--- src/rtl/pong_ball_engine.sv ---
// Ball motion engine: turns the divided game clock into ticks and, on each tick,
// moves the ball, bounces it off walls and paddles and reports missed balls.
module pong_ball_engine #(
    parameter int H_RES      = 640,
    parameter int V_RES      = 480,
    parameter int BALL_SIZE  = 8,
    parameter int PADDLE_H   = 64,
    parameter int PADDLE_W   = 8,
    parameter int PADDLE_X_L = 16,
    parameter int PADDLE_X_R = 616,
    parameter int STEP       = 2,
    parameter int SERVE_WAIT = 32
) (
    input  logic       clk,
    input  logic       rst,
    input  logic       game_clk,
    input  logic       serve,
    input  logic [9:0] paddle_l_y,
    input  logic [9:0] paddle_r_y,
    output logic [9:0] ball_x,
    output logic [9:0] ball_y,
    output logic       dir_x,
    output logic       dir_y,
    output logic       score_l,
    output logic       score_r,
    output logic       busy,
    output logic [1:0] state_dbg
);

    typedef enum logic [1:0] {
        IDLE  = 2'd0,
        WAIT  = 2'd1,
        MOVE  = 2'd2,
        SCORE = 2'd3
    } state_t;

    localparam int WW = $clog2(SERVE_WAIT + 1);

    localparam logic [9:0]    X_CENTRE  = 10'((H_RES - BALL_SIZE) / 2);
    localparam logic [9:0]    Y_CENTRE  = 10'((V_RES - BALL_SIZE) / 2);
    localparam logic [WW-1:0] WAIT_INIT = WW'(SERVE_WAIT - 1);

    localparam logic [10:0] HR   = 11'(H_RES);
    localparam logic [10:0] VR   = 11'(V_RES);
    localparam logic [10:0] BS   = 11'(BALL_SIZE);
    localparam logic [10:0] PH   = 11'(PADDLE_H);
    localparam logic [10:0] PXR  = 11'(PADDLE_X_R);
    localparam logic [10:0] FACE = 11'(PADDLE_X_L + PADDLE_W);
    localparam logic [10:0] ST   = 11'(STEP);

    state_t        state;
    logic [WW-1:0] wait_cnt;
    logic          gclk_q;
    logic          tick;

    logic [10:0] bx, by, pl, pr;
    logic        overlap_l, overlap_r;
    logic [9:0]  nx, ny;
    logic        ndx, ndy;
    logic        miss_l, miss_r;

    // game_clk is data from the divider; only its rising edge matters.
    assign tick = game_clk & ~gclk_q;

    assign busy      = (state != IDLE);
    assign state_dbg = state;

    assign bx = {1'b0, ball_x};
    assign by = {1'b0, ball_y};
    assign pl = {1'b0, paddle_l_y};
    assign pr = {1'b0, paddle_r_y};

    assign overlap_l = (by + BS > pl) && (by < pl + PH);
    assign overlap_r = (by + BS > pr) && (by < pr + PH);

    // Next position for one tick; x and y are resolved independently.
    always_comb begin
        nx     = ball_x;
        ny     = ball_y;
        ndx    = dir_x;
        ndy    = dir_y;
        miss_l = 1'b0;
        miss_r = 1'b0;

        if (dir_x) begin
            if ((bx + BS <= PXR) && (bx + BS + ST >= PXR) && overlap_r) begin
                nx  = 10'(PXR - BS);
                ndx = 1'b0;
            end else if (bx + BS + ST >= HR) begin
                miss_l = 1'b1;
            end else begin
                nx = 10'(bx + ST);
            end
        end else begin
            if ((bx >= FACE) && (bx <= FACE + ST) && overlap_l) begin
                nx  = 10'(FACE);
                ndx = 1'b1;
            end else if (bx <= ST) begin
                miss_r = 1'b1;
            end else begin
                nx = 10'(bx - ST);
            end
        end

        if (dir_y) begin
            if (by + BS + ST >= VR) begin
                ny  = 10'(VR - BS);
                ndy = 1'b0;
            end else begin
                ny = 10'(by + ST);
            end
        end else begin
            if (by <= ST) begin
                ny  = 10'd0;
                ndy = 1'b1;
            end else begin
                ny = 10'(by - ST);
            end
        end
    end

    always_ff @(posedge clk) begin
        if (rst) begin
            state    <= IDLE;
            ball_x   <= X_CENTRE;
            ball_y   <= Y_CENTRE;
            dir_x    <= 1'b1;
            dir_y    <= 1'b1;
            score_l  <= 1'b0;
            score_r  <= 1'b0;
            wait_cnt <= '0;
            gclk_q   <= 1'b1;
        end else begin
            gclk_q  <= game_clk;
            score_l <= 1'b0;
            score_r <= 1'b0;
            case (state)
                IDLE: begin
                    if (serve) begin
                        state    <= WAIT;
                        wait_cnt <= WAIT_INIT;
                    end
                end
                WAIT: begin
                    if (tick) begin
                        if (wait_cnt == '0) state <= MOVE;
                        else                wait_cnt <= wait_cnt - WW'(1);
                    end
                end
                MOVE: begin
                    if (tick) begin
                        ball_y <= ny;
                        dir_y  <= ndy;
                        // A miss freezes x where it was; y still advances this tick.
                        if (miss_l || miss_r) begin
                            score_l <= miss_l;
                            score_r <= miss_r;
                            state   <= SCORE;
                        end else begin
                            ball_x <= nx;
                            dir_x  <= ndx;
                        end
                    end
                end
                SCORE: begin
                    // score_l is high here exactly when the right side missed.
                    ball_x   <= X_CENTRE;
                    ball_y   <= Y_CENTRE;
                    dir_x    <= score_l;
                    wait_cnt <= WAIT_INIT;
                    state    <= WAIT;
                end
                default: state <= IDLE;
            endcase
        end
    end

endmodule
--- config.mk ---
export PLATFORM = sky130hd
export DESIGN_NAME = pong_ball_engine
export DESIGN_NICKNAME = d
export VERILOG_FILES = /design/src/rtl/pong_ball_engine.sv
export SDC_FILE = /design/constraint.sdc
export NUM_CORES = 1
export LEC_CHECK = 0
export ABC_CLOCK_PERIOD_IN_PS = 5800
export BUFFER_PORTS_ARGS = -buffer_cell sky130_fd_sc_hd__buf_2
export CELL_PAD_IN_SITES_DETAIL_PLACEMENT = 2
export CELL_PAD_IN_SITES_GLOBAL_PLACEMENT = 2
export CORE_MARGIN = 5
export CORE_UTILIZATION = 37
export CTS_BUF_LIST = sky130_fd_sc_hd__clkbuf_4
export DETAILED_ROUTE_END_ITERATION = 6
export GPL_ROUTABILITY_DRIVEN = 1
export PLACE_DENSITY = 0.9
export SLEW_MARGIN = 30
export SYNTH_ARGS = -nofsm -noshare
export SYNTH_HDL_FRONTEND = slang
export SYNTH_SLANG_ARGS = --single-unit
--- constraint.sdc ---
create_clock -name clk -period 5.8 [get_ports clk]
set_input_delay 1.16 -clock clk [delete_from_list [all_inputs] [get_ports clk]]
set_output_delay 1.16 -clock clk [all_outputs]
set_load 0.03 [all_outputs]
==> Implementation_results.wiki, run 1 <==
{| class="wikitable"
! Metric !! Value
|-
| Number of design-rule violations left by the first detailed-router iteration || 199
|-
| Highest-count cells in the layout ignoring fill and taps || sky130_fd_sc_hd__ha_1 (54), sky130_fd_sc_hd__inv_1 (48), sky130_fd_sc_hd__buf_2 (48), sky130_fd_sc_hd__nor2_1 (44), sky130_fd_sc_hd__nand2_1 (41)
|-
| Category of the worst setup path launch point || flip-flop
|-
| Hold-fix buffers at CTS || 0
|-
| Slew at the pin closest to its max-slew limit || 896 ps
|-
| Port bufs || 48
|-
| Area share of and/or/nand/nor cells after synthesis || 24.8%
|-
| Top cells by area in the synthesized netlist || sky130_fd_sc_hd__ha_1 (17%), sky130_fd_sc_hd__dfxtp_1 (16%), sky130_fd_sc_hd__xnor2_1 (5.0%)
|-
| Total DRC errors in the routed layout || 0
|-
| Hold path start || wait_cnt[0]
|-
| Met2 Track Usage GR || 39.5%
|-
| Launching point of the worst reg2reg path || ball_y[4]
|-
| Ratio of routed vias to standard cells || 5.87
|-
| Post-Synth XOR/XNOR Area || 7.02%
|-
| Final antenna diode count || 0
|-
| P&R area growth vs syn || 8.50%
|-
| Combinational family with the most area after synthesis || compound AO/OA/AOI/OAI gates
|-
| Register area share after synthesis || 16.0%
|-
| Yosys reg bits || 31
|-
| Post-layout power || 0.892 mW
|-
| H-tree depth || 2
|-
| TritonCTS clock tree || yes
|-
| Global route total overflow || 0
|-
| Area share of the leading cell type in the synthesized netlist || 17.5%
|-
| Final core occ || 40.9%
|-
| Max-slew violations || 0
|-
| Largest voltage drop on the vdd net || 0.000217 V
|-
| Cell count after synthesis || 526
|-
| Multiplexer fraction of the synthesized cell area || 0.550%
|-
| Area post-placement || 4150 um^2
|-
| Leakage dissipation || 1.81 nW
|-
| Number of antenna violations at the first check in global routing || 0
|-
| Total number of vias || 4061
|-
| Final setup slack of the worst path || 1430 ps
|-
| Cell area after layout || 4200 um^2
|-
| Share of final-layout standard cells stronger than drive strength 1 || 12.6%
|-
| Non-filler instance count after layout || 692
|-
| Total Die Area || 12600 um^2
|-
| Fill cells || 1236
|-
| Maximum achievable frequency || 229 MHz
|-
| Peak-usage layer in the global routing report || met2
|-
| Vias in the first global route || 4539
|-
| Synth Cell Area || 3870 um^2
|-
| Area used by sequential logic in the layout || 621 um^2
|-
| Setup CP Type || reg2reg
|-
| Max Fanout on Critical Path || 14
|-
| Type of element capturing the critical path || flip-flop
|-
| Count of placed standard cells including taps || 684
|-
| Clk_skew || 12.6 ps
|-
| IO Pins || 51
|-
| Antenna Nets Post-Route || 0
|-
| Logic depth of the worst register-to-register path || 15
|-
| Routed wirelength normalized by instance count || 20.1 um
|-
| Arithmetic-cell share of the synthesized area counting full adders, half adders and majority gates || 17.5%
|-
| Clock latency of the later-clocked register in the worst-skew pair || 340 ps
|-
| Clock slew at the register clock pins of the worst setup and hold paths || 110 ps
|-
| Core Rows || 37
|-
| Compound-Gate Fraction of Synth Area || 25.7%
|-
| Master cell of the clock root buffer || sky130_fd_sc_hd__clkbuf_4
|-
| Area of the multi-input gates || 2930 um^2
|-
| Run status || complete, no violations
|-
| Overall Global Routing Usage || 22.2%
|-
| Number of buffers added by the clock tree synthesis step || 5
|-
| Number of iterations in the first detailed-routing pass || 4
|-
| Post-layout minimum cycle time || 4370 ps
|-
| Std-Cell Core Area || 10300 um^2
|-
| Worst-case clock buffer depth || 2
|-
| Max Cap Viol || 0
|-
| Wire length of the first global-routing pass || 23400 um
|-
| Synth Area per Inst || 7.36 um^2
|-
| Hold_ws || 533 ps
|-
| Cells on Worst Hold Path || 1
|-
| Half-perimeter wire length after placement || 11000 um
|-
| Async S/R FF share, synth || 0%
|-
| Hold violation count in the final report || 0
|-
| Post-place setup slack || 1440 ps
|-
| Number of synthesized flops with an enable pin || 0
|-
| Final period util || 75.4%
|-
| Floorplan die width || 112 um
|-
| Worst relative slew slack || 39.9%
|-
| Number of gates resized after CTS || 0
|-
| Most used flip-flop cell after synthesis || sky130_fd_sc_hd__dfxtp_1
|-
| Post-CTS setup buffer count || 0
|-
| GPL Wtd Cong || 0.910
|-
| Post-layout nets || 633
|-
| Register-to-register setup slack || 1430 ps
|-
| Post-synth cell types || 70
|-
| End point of the most critical hold path || wait_cnt[0]
|-
| M1 GR Usage || 28.6%
|-
| Global Route met3 Usage || 2.16%
|-
| Total number of clock tree sinks || 31
|-
| Final wirelength || 13900 um
|-
| Die Ht || 112 um
|-
| Unrepaired setup endpoints after global routing || false
|-
| Power Dens Cells || 212 nW/um^2
|-
| Setup TNS after final layout || 0 ps
|-
| Worst R2R End || ball_x[1]
|-
| Initial standard-cell utilization of the core || 37.7%
|-
| Number of warning messages in the yosys log || 0
|-
| Data arrival, critical path || 4650 ps
|-
| Largest area contributor in the netlist || sky130_fd_sc_hd__ha_1
|-
| Class of the tightest hold or removal check || reg2reg
|-
| Worst path required time || 6080 ps
|-
| Pin count of the biggest net entering global routing || 23
|-
| Final setup violation count || 0
|-
| Leading cell type in the layout, fill and taps excluded || sky130_fd_sc_hd__ha_1
|}
-- worst max path at each step --
stage / end / depth (start not counted) / slack, ps / start
3_5_place_dp: ball_x[1] / 15 / 1440 / ball_y[4]
2_1_floorplan: ball_x[1] / 15 / 2150 / ball_y[4]
6_report: ball_x[1] / 15 / 1430 / ball_y[4]
4_1_cts: ball_x[1] / 15 / 1420 / ball_y[4]
3_3_place_gp: ball_x[1] / 15 / 1670 / ball_y[4]
5_1_grt: ball_x[3] / 15 / 1090 / ball_y[4]
-- registers in the layout, indices dropped and copies added (netlist names) --
signal / cells
ball_x: 9
ball_y: 9
wait_cnt: 6
state_dbg: 2
dir_x: 1
dir_y: 1
gclk_q: 1
score_l: 1
score_r: 1
-- area by class of cell --
cell class              count  share of cell area [%]
multi-input cells         420                    69.8
flip-flops and latches     31                    14.8
repair buffers             48                    5.72
inverters                  49                    4.38
well taps                 136                    4.05
clock buffers               5                   0.894
clock inverters             3                   0.358
-- worst max-delay path: stages, from the launching register on --
cell	delay [ps]
sky130_fd_sc_hd__dfxtp_1	640
sky130_fd_sc_hd__ha_1	370
sky130_fd_sc_hd__nand3_1	170
sky130_fd_sc_hd__or3_1	450
sky130_fd_sc_hd__and2_1	190
sky130_fd_sc_hd__inv_1	90
sky130_fd_sc_hd__ha_1	250
sky130_fd_sc_hd__nand3_1	90
sky130_fd_sc_hd__nor4_1	60
sky130_fd_sc_hd__a21oi_1	110
sky130_fd_sc_hd__o21ai_0	110
sky130_fd_sc_hd__a211oi_1	780
sky130_fd_sc_hd__o31a_1	310
sky130_fd_sc_hd__o21ai_4	150
sky130_fd_sc_hd__a2111o_1	430
sky130_fd_sc_hd__a21oi_2	110
-- where the power goes --
part	switching, mW	internal [mW]	total (mW)	leakage (nW)
logic	0.292	0.177	0.468	1.53
registers	0.0505	0.244	0.294	0.253
clock network	0.0843	0.0445	0.129	0.0263
-- metal layers --
layer	vias up	part of all wire (%)
li1	1953	-
met1	2021	47
met2	66	50
met3	21	2.3
met4	0	1.7
met5	-	0
-- synth_stat cells (all sizes together) (3+ instances only) --
master and instances:
inv 49, ha 54, dfxtp 31, nor3 22, nand2b 11, xnor2 22
o21a 3, clkbuf 16, o211a 3, or4 5, a211oi 11, xor2 9
o31ai 4, a31oi 4, or2 3, a21o 9, nand3 22, nand2 41
nor2 44, a311oi 4, nor2b 5, or3 9, nand4 5, o31a 4
a21oi 34, buf 11, a22oi 3, o21ai 28, and2 3, a221oi 4
nor4 9, o211ai 5, and4 3
-- logic make-up (layout without fill, tap and decap cells) --
family	Yosys count	in the layout
fa+ha+maj	54	54
buf+inv	76	105
mux	2	2
flops	31	31
other cells	1	2
simple gates	190	190
compound gates	141	141
xor+xnor	31	31
Note: power is estimated with default switching activity, not from simulation.
==> inputs of run 2 (changes only) <==
--- a/config.mk
+++ b/config.mk
@@ -5,16 +5,16 @@
 export SDC_FILE = /design/constraint.sdc
 export NUM_CORES = 1
 export LEC_CHECK = 0
-export ABC_CLOCK_PERIOD_IN_PS = 5800
+export ABC_CLOCK_PERIOD_IN_PS = 4360
 export BUFFER_PORTS_ARGS = -buffer_cell sky130_fd_sc_hd__buf_2
 export CELL_PAD_IN_SITES_DETAIL_PLACEMENT = 2
 export CELL_PAD_IN_SITES_GLOBAL_PLACEMENT = 2
 export CORE_MARGIN = 5
-export CORE_UTILIZATION = 37
+export CORE_UTILIZATION = 35
 export CTS_BUF_LIST = sky130_fd_sc_hd__clkbuf_4
 export DETAILED_ROUTE_END_ITERATION = 6
 export GPL_ROUTABILITY_DRIVEN = 1
-export PLACE_DENSITY = 0.9
+export PLACE_DENSITY = 0.86
 export SLEW_MARGIN = 30
 export SYNTH_ARGS = -nofsm -noshare
 export SYNTH_HDL_FRONTEND = slang
==> constraint.sdc (replaced) <==
create_clock -name clk -period 4.36 [get_ports clk]
set_input_delay 0.872 -clock clk [delete_from_list [all_inputs] [get_ports clk]]
set_output_delay 0.872 -clock clk [all_outputs]
set_load 0.03 [all_outputs]
==> run 2 against run 1 <==
Register-to-register slack got worse by 1100 ps. Combinational power grew 34%. Die area rose by 5.2%. Design area increased by 2.3%. First-iteration DRC count fell by 7.5%. Power up 40%. Sequential cell count stayed put. Largest cell class unchanged.
==> Implementation_results.wiki, run 2 (synthesized netlist as in run 1, its figures left out) <==
{| class="wikitable"
! Metric !! Value
|-
| Master cell of the clock root buffer || sky130_fd_sc_hd__clkbuf_4
|-
| TritonCTS clock tree || yes
|-
| Category of the worst setup path launch point || flip-flop
|-
| Global route total overflow || 0
|-
| Worst R2R End || ball_x[3]
|-
| Final setup violation count || 0
|-
| Worst-case clock buffer depth || 2
|-
| Hold violation count in the final report || 0
|-
| Routed wirelength normalized by instance count || 20.2 um
|-
| Type of element capturing the critical path || flip-flop
|-
| Number of gates resized after CTS || 0
|-
| Hold-fix buffers at CTS || 0
|-
| Overall Global Routing Usage || 22.0%
|-
| IO Pins || 51
|-
| Logic depth of the worst register-to-register path || 13
|-
| Total number of vias || 4167
|-
| End point of the most critical hold path || wait_cnt[0]
|-
| Slew at the pin closest to its max-slew limit || 815 ps
|-
| Core Rows || 38
|-
| Number of design-rule violations left by the first detailed-router iteration || 184
|-
| Worst path required time || 4630 ps
|-
| Slowest cell on the critical path || sky130_fd_sc_hd__dfxtp_1
|-
| Final antenna diode count || 0
|-
| Port bufs || 48
|-
| Std-Cell Core Area || 10800 um^2
|-
| Share of final-layout standard cells stronger than drive strength 1 || 14.3%
|-
| H-tree depth || 2
|-
| Power Dens Cells || 290 nW/um^2
|-
| Floorplan die width || 115 um
|-
| Final wirelength || 14200 um
|-
| Run status || complete, no violations
|-
| Area post-placement || 4220 um^2
|-
| Setup TNS after final layout || 0 ps
|-
| Unrepaired setup endpoints after global routing || false
|-
| Class of the tightest hold or removal check || reg2reg
|-
| Setup CP Type || reg2reg
|-
| P&R area growth vs syn || 11.0%
|-
| Vias in the first global route || 4598
|-
| Clock slew at the register clock pins of the worst setup and hold paths || 120 ps
|-
| Half-perimeter wire length after placement || 11400 um
|-
| Cells on Worst Hold Path || 1
|-
| Register-to-register setup slack || 380 ps
|-
| Post-layout minimum cycle time || 3980 ps
|-
| Launching point of the worst reg2reg path || ball_y[6]
|-
| Pin count of the biggest net entering global routing || 23
|-
| Total Die Area || 13300 um^2
|-
| Final period util || 91.3%
|-
| Highest-count cells in the layout ignoring fill and taps || sky130_fd_sc_hd__ha_1 (54), sky130_fd_sc_hd__inv_1 (48), sky130_fd_sc_hd__buf_2 (48), sky130_fd_sc_hd__nor2_1 (44), sky130_fd_sc_hd__nand2_1 (41)
|-
| Antenna Nets Post-Route || 0
|-
| Largest voltage drop on the vdd net || 0.000238 V
|-
| Hold path start || wait_cnt[0]
|-
| Number of antenna violations at the first check in global routing || 0
|-
| Registers with the most flip-flops || ball_x (9), ball_y (9), wait_cnt (6)
|-
| Wire length of the first global-routing pass || 23400 um
|-
| Die Ht || 115 um
|-
| Max-slew violations || 0
|-
| Post-layout power || 1.25 mW
|-
| Maximum achievable frequency || 251 MHz
|-
| Ratio of routed vias to standard cells || 5.91
|-
| Total number of clock tree sinks || 31
|-
| Post-CTS setup buffer count || 0
|-
| Leakage dissipation || 1.87 nW
|-
| Clk_skew || 12.5 ps
|-
| Fill cells || 1326
|-
| Max Fanout on Critical Path || 14
|-
| Data arrival, critical path || 4250 ps
|-
| Max Cap Viol || 0
|-
| Number of buffers added by the clock tree synthesis step || 5
|-
| Cell area after layout || 4300 um^2
|-
| Number of iterations in the first detailed-routing pass || 4
|-
| Total DRC errors in the routed layout || 0
|-
| Initial standard-cell utilization of the core || 35.7%
|-
| Critical path cell sequence || and4_1 -> nand2_1 -> xnor2_1 -> ha_1 -> a21o_1 -> a211o_1 -> a211oi_1 -> o31ai_1 -> o211a_1 -> a41oi_2 -> o21ai_1 -> nor3b_1 -> a221oi_2
|-
| Post-layout nets || 642
|-
| Stage delay of the slowest cell on the critical path || 710 ps
|-
| GPL Wtd Cong || 0.889
|-
| Clock latency of the later-clocked register in the worst-skew pair || 360 ps
|-
| Worst relative slew slack || 45.7%
|-
| Leading cell type in the layout, fill and taps excluded || sky130_fd_sc_hd__ha_1
|}
-- run 2: area by class of cell --
cell class	count	area, um^2	share of cell area, %
Tap cell	140	175	4.08
Inverter	49	184	4.28
Sequential cell	31	622	14.5
Clock buffer	5	37.5	0.874
Timing Repair Buffer	57	308	7.16
Clock inverter	3	38.8	0.903
Multi-Input combinational cell	420	2930	68.2
-- run 2: per-layer routing --
metal / GRT usage [%] / part of all wire [%] / wire length [um]
met1: 27.5 / 46 / 6480
met2: 39.5 / 50 / 7080
met3: 2.11 / 2.4 / 345
met4: 7.04 / 2.4 / 335
met5: 0 / 0 / 0
-- run 2: critical path, delay by kind of cell (launching register included) --
kind,cells,cell delay [ps]
flip-flops,1,710
adder cells (fa/ha/maj),1,350
XOR/XNOR,1,430
AND/OR/NAND/NOR,3,600
AO/OA/AOI/OAI,8,1810
-- run 2: worst max path at each step --
stage	startpoint	endpoint	slack, ps	cells past startpoint
floorplan	ball_y[4]	ball_x[1]	710	15
global placement	ball_y[4]	ball_x[5]	680	14
detailed placement	ball_y[4]	ball_x[3]	420	14
CTS	ball_y[4]	ball_x[3]	360	14
global route	ball_y[6]	ball_x[3]	1	13
finish	ball_y[6]	ball_x[3]	380	13
-- run 2: power by group --
part / internal (mW) / switching [mW] / total, mW
registers: 0.324 / 0.0633 / 0.388
clock network: 0.118 / 0.117 / 0.235
logic: 0.238 / 0.387 / 0.625
-- run 2: metrics by stage --
| stage | hold WS, ps | std cells | setup WS [ps] | utilization [%] |
|---|---|---|---|---|
| after floorplan | 466 | 527 | 705 | - |
| after global routing | 570 | 705 | 1.32 | 39.6 |
| after global placement | 499 | 697 | 676 | 38.9 |
| after CTS | 535 | 705 | 360 | 39.6 |
| after detailed placement | 521 | 697 | 419 | 38.9 |
| final | 532 | 705 | 377 | 39.6 |
==> inputs of run 3 (changes only) <==
--- a/config.mk
+++ b/config.mk
@@ -7,14 +7,12 @@
 export LEC_CHECK = 0
 export ABC_CLOCK_PERIOD_IN_PS = 4360
 export BUFFER_PORTS_ARGS = -buffer_cell sky130_fd_sc_hd__buf_2
-export CELL_PAD_IN_SITES_DETAIL_PLACEMENT = 2
-export CELL_PAD_IN_SITES_GLOBAL_PLACEMENT = 2
 export CORE_MARGIN = 5
-export CORE_UTILIZATION = 35
+export CORE_UTILIZATION = 45
 export CTS_BUF_LIST = sky130_fd_sc_hd__clkbuf_4
 export DETAILED_ROUTE_END_ITERATION = 6
 export GPL_ROUTABILITY_DRIVEN = 1
-export PLACE_DENSITY = 0.86
+export PLACE_DENSITY = 0.67
 export SLEW_MARGIN = 30
 export SYNTH_ARGS = -nofsm -noshare
 export SYNTH_HDL_FRONTEND = slang
==> run 3 against run 2 <==
Die area fell by 20%. Power fell by 8.7%. Sequential cell count did not move. Register-to-register slack improved by 90 ps. Fmax rose by 2.3%. Global-route usage fell by 0.88 points. Largest cell class unchanged.
==> Implementation_results.wiki, run 3 (synthesized netlist as in run 1, its figures left out) <==
{| class="wikitable"
! Metric !! Value
|-
| Run status || complete, no violations
|-
| Overall Global Routing Usage || 21.1%
|-
| Critical path cell sequence || ha_1 -> nand3_1 -> or3_1 -> and2_1 -> inv_1 -> ha_1 -> a211o_1 -> a211oi_1 -> o31ai_1 -> o211a_1 -> and4_1 -> o21ai_4 -> and2_1 -> a22oi_1
|-
| Logic depth of the worst register-to-register path || 14
|-
| Pin count of the biggest net entering global routing || 23
|-
| Met2 Track Usage GR || 35.2%
|-
| P&R area growth vs syn || 8.50%
|-
| Wire length of the first global-routing pass || 18000 um
|-
| Setup TNS after final layout || 0 ps
|-
| Hold_ws || 519 ps
|-
| Clock latency of the later-clocked register in the worst-skew pair || 330 ps
|-
| Class of the tightest hold or removal check || reg2reg
|-
| Slowest cell on the critical path || sky130_fd_sc_hd__dfxtp_1
|-
| Vias in the first global route || 3798
|-
| Slew at the pin closest to its max-slew limit || 798 ps
|-
| Post-layout power || 1.14 mW
|-
| Worst path required time || 4580 ps
|-
| Global route total overflow || 0
|-
| Stage delay of the slowest cell on the critical path || 570 ps
|-
| Leading cell type in the layout, fill and taps excluded || sky130_fd_sc_hd__ha_1
|-
| Type of element capturing the critical path || flip-flop
|-
| Clk_skew || 11.8 ps
|-
| Final setup slack of the worst path || 466 ps
|-
| Ratio of routed vias to standard cells || 5.94
|-
| M1 GR Usage || 28.0%
|-
| Switching power total || 0.520 mW
|-
| Number of iterations in the first detailed-routing pass || 5
|-
| Clock Power Share || 13.5%
|-
| Max Cap Viol || 0
|-
| Launch point of the worst path || ball_y[4]
|-
| Final wirelength || 10900 um
|-
| IO Pins || 51
|-
| Post-layout nets || 639
|-
| Post-layout minimum cycle time || 3890 ps
|-
| Total number of clock tree sinks || 31
|-
| H-tree depth || 2
|-
| Total DRC errors in the routed layout || 0
|-
| GPL Wtd Cong || 0.930
|-
| Routed wirelength normalized by instance count || 16.3 um
|-
| Final antenna diode count || 0
|-
| Post-CTS setup buffer count || 0
|-
| Final period util || 89.3%
|-
| Number of design-rule violations left by the first detailed-router iteration || 260
|-
| Master cell of the clock root buffer || sky130_fd_sc_hd__clkbuf_4
|-
| Max Fanout on Critical Path || 14
|-
| Worst-case clock buffer depth || 2
|-
| Peak-usage layer in the global routing report || met2
|-
| Leakage dissipation || 1.84 nW
|-
| Total Die Area || 10600 um^2
|-
| Maximum achievable frequency || 257 MHz
|-
| Initial standard-cell utilization of the core || 46.6%
|-
| Data arrival, critical path || 4120 ps
|-
| TritonCTS clock tree || yes
|-
| Flop pwr share || 33.3%
|-
| Port bufs || 48
|-
| Global Route met3 Usage || 3.92%
|-
| Internal power || 0.619 mW
|-
| Largest voltage drop on the vdd net || 0.000287 V
|-
| Capture point of the critical path || ball_x[5]
|-
| Registers with the most flip-flops || ball_x (9), ball_y (9), wait_cnt (6)
|-
| Core Rows || 33
|-
| Post-place setup slack || 483 ps
|-
| Final core occ || 50.6%
|-
| Number of antenna violations at the first check in global routing || 0
|-
| Cells on Worst Hold Path || 1
|-
| Category of the worst setup path launch point || flip-flop
|-
| Hold violation count in the final report || 0
|-
| Total number of vias || 3956
|-
| Setup CP Type || reg2reg
|-
| Worst R2R End || ball_x[5]
|-
| Floorplan die width || 103 um
|-
| Antenna Nets Post-Route || 0
|-
| Final setup violation count || 0
|-
| Register-to-register setup slack || 470 ps
|-
| Die Ht || 103 um
|-
| Worst relative slew slack || 46.8%
|-
| Launching point of the worst reg2reg path || ball_y[4]
|-
| Number of gates resized after CTS || 0
|-
| Std-Cell Core Area || 8300 um^2
|-
| Half-perimeter wire length after placement || 8570 um
|-
| Unrepaired setup endpoints after global routing || false
|-
| Highest-count cells in the layout ignoring fill and taps || sky130_fd_sc_hd__ha_1 (54), sky130_fd_sc_hd__inv_1 (48), sky130_fd_sc_hd__buf_2 (48), sky130_fd_sc_hd__nor2_1 (44), sky130_fd_sc_hd__nand2_1 (41)
|-
| Number of buffers added by the clock tree synthesis step || 5
|-
| Clock slew at the register clock pins of the worst setup and hold paths || 100 ps
|-
| Switching Fraction || 45.7%
|-
| Power Dens Cells || 271 nW/um^2
|-
| Max-slew violations || 0
|-
| Relative contribution of combinational cells to total power || 53.2%
|-
| Hold-fix buffers at CTS || 0
|-
| Share of final-layout standard cells stronger than drive strength 1 || 13.5%
|}
==> run 3: metal layers <==
layer  up-vias  routed length, um  part of all wire [%]
met3        14                625                   5.7
met2       110               5150                    47
met5         -                  0                     0
met4         0                186                   1.7
li1       1966                  -                     -
met1      1866               4930                    45
==> run 3: power groups by stage <==
| stage | clock [mW] | sequential, mW | combinational, mW |
|---|---|---|---|
| finish | 0.154 | 0.380 | 0.605 |
| global placement | 0 | 0.384 | 0.585 |
| detailed placement | 0 | 0.387 | 0.602 |
| global route | 0.173 | 0.389 | 0.678 |
| CTS | 0.160 | 0.380 | 0.607 |
| floorplan | 0 | 0.401 | 0.439 |
==> run 3: layout make-up <==
cell class	instances	area, um^2
Inverter	49	184
Clock inverter	2	8.76
Timing Repair Buffer	54	285
Clock buffer	5	37.5
Multi-Input combinational cell	420	2930
Sequential cell	31	621
Fill cell	846	4100
Tap cell	105	131
==> run 3: how the worst min path moves through the flow <==
stage / startpoint / endpoint / slack (ps)
3_3_place_gp: wait_cnt[0] / wait_cnt[0] / 500
6_report: wait_cnt[0] / wait_cnt[0] / 520
5_1_grt: wait_cnt[0] / wait_cnt[0] / 550
2_1_floorplan: wait_cnt[0] / wait_cnt[0] / 470
4_1_cts: wait_cnt[0] / wait_cnt[0] / 520
3_5_place_dp: wait_cnt[0] / wait_cnt[0] / 510
==> run 3: critical path: cells and delay by family, from the launching register on <==
family,cells,cell delay (ps)
fa+ha+maj,2,590
flops,1,570
simple gates,5,1320
buf+inv,1,80
compound gates,6,1230
==> run 3: metrics by stage <==
step / area (um^2) / instances
2_1_floorplan: 3870 / 527
3_3_place_gp: 4150 / 659
3_5_place_dp: 4150 / 659
4_1_cts: 4200 / 666
5_1_grt: 4200 / 666
6_report: 4200 / 666
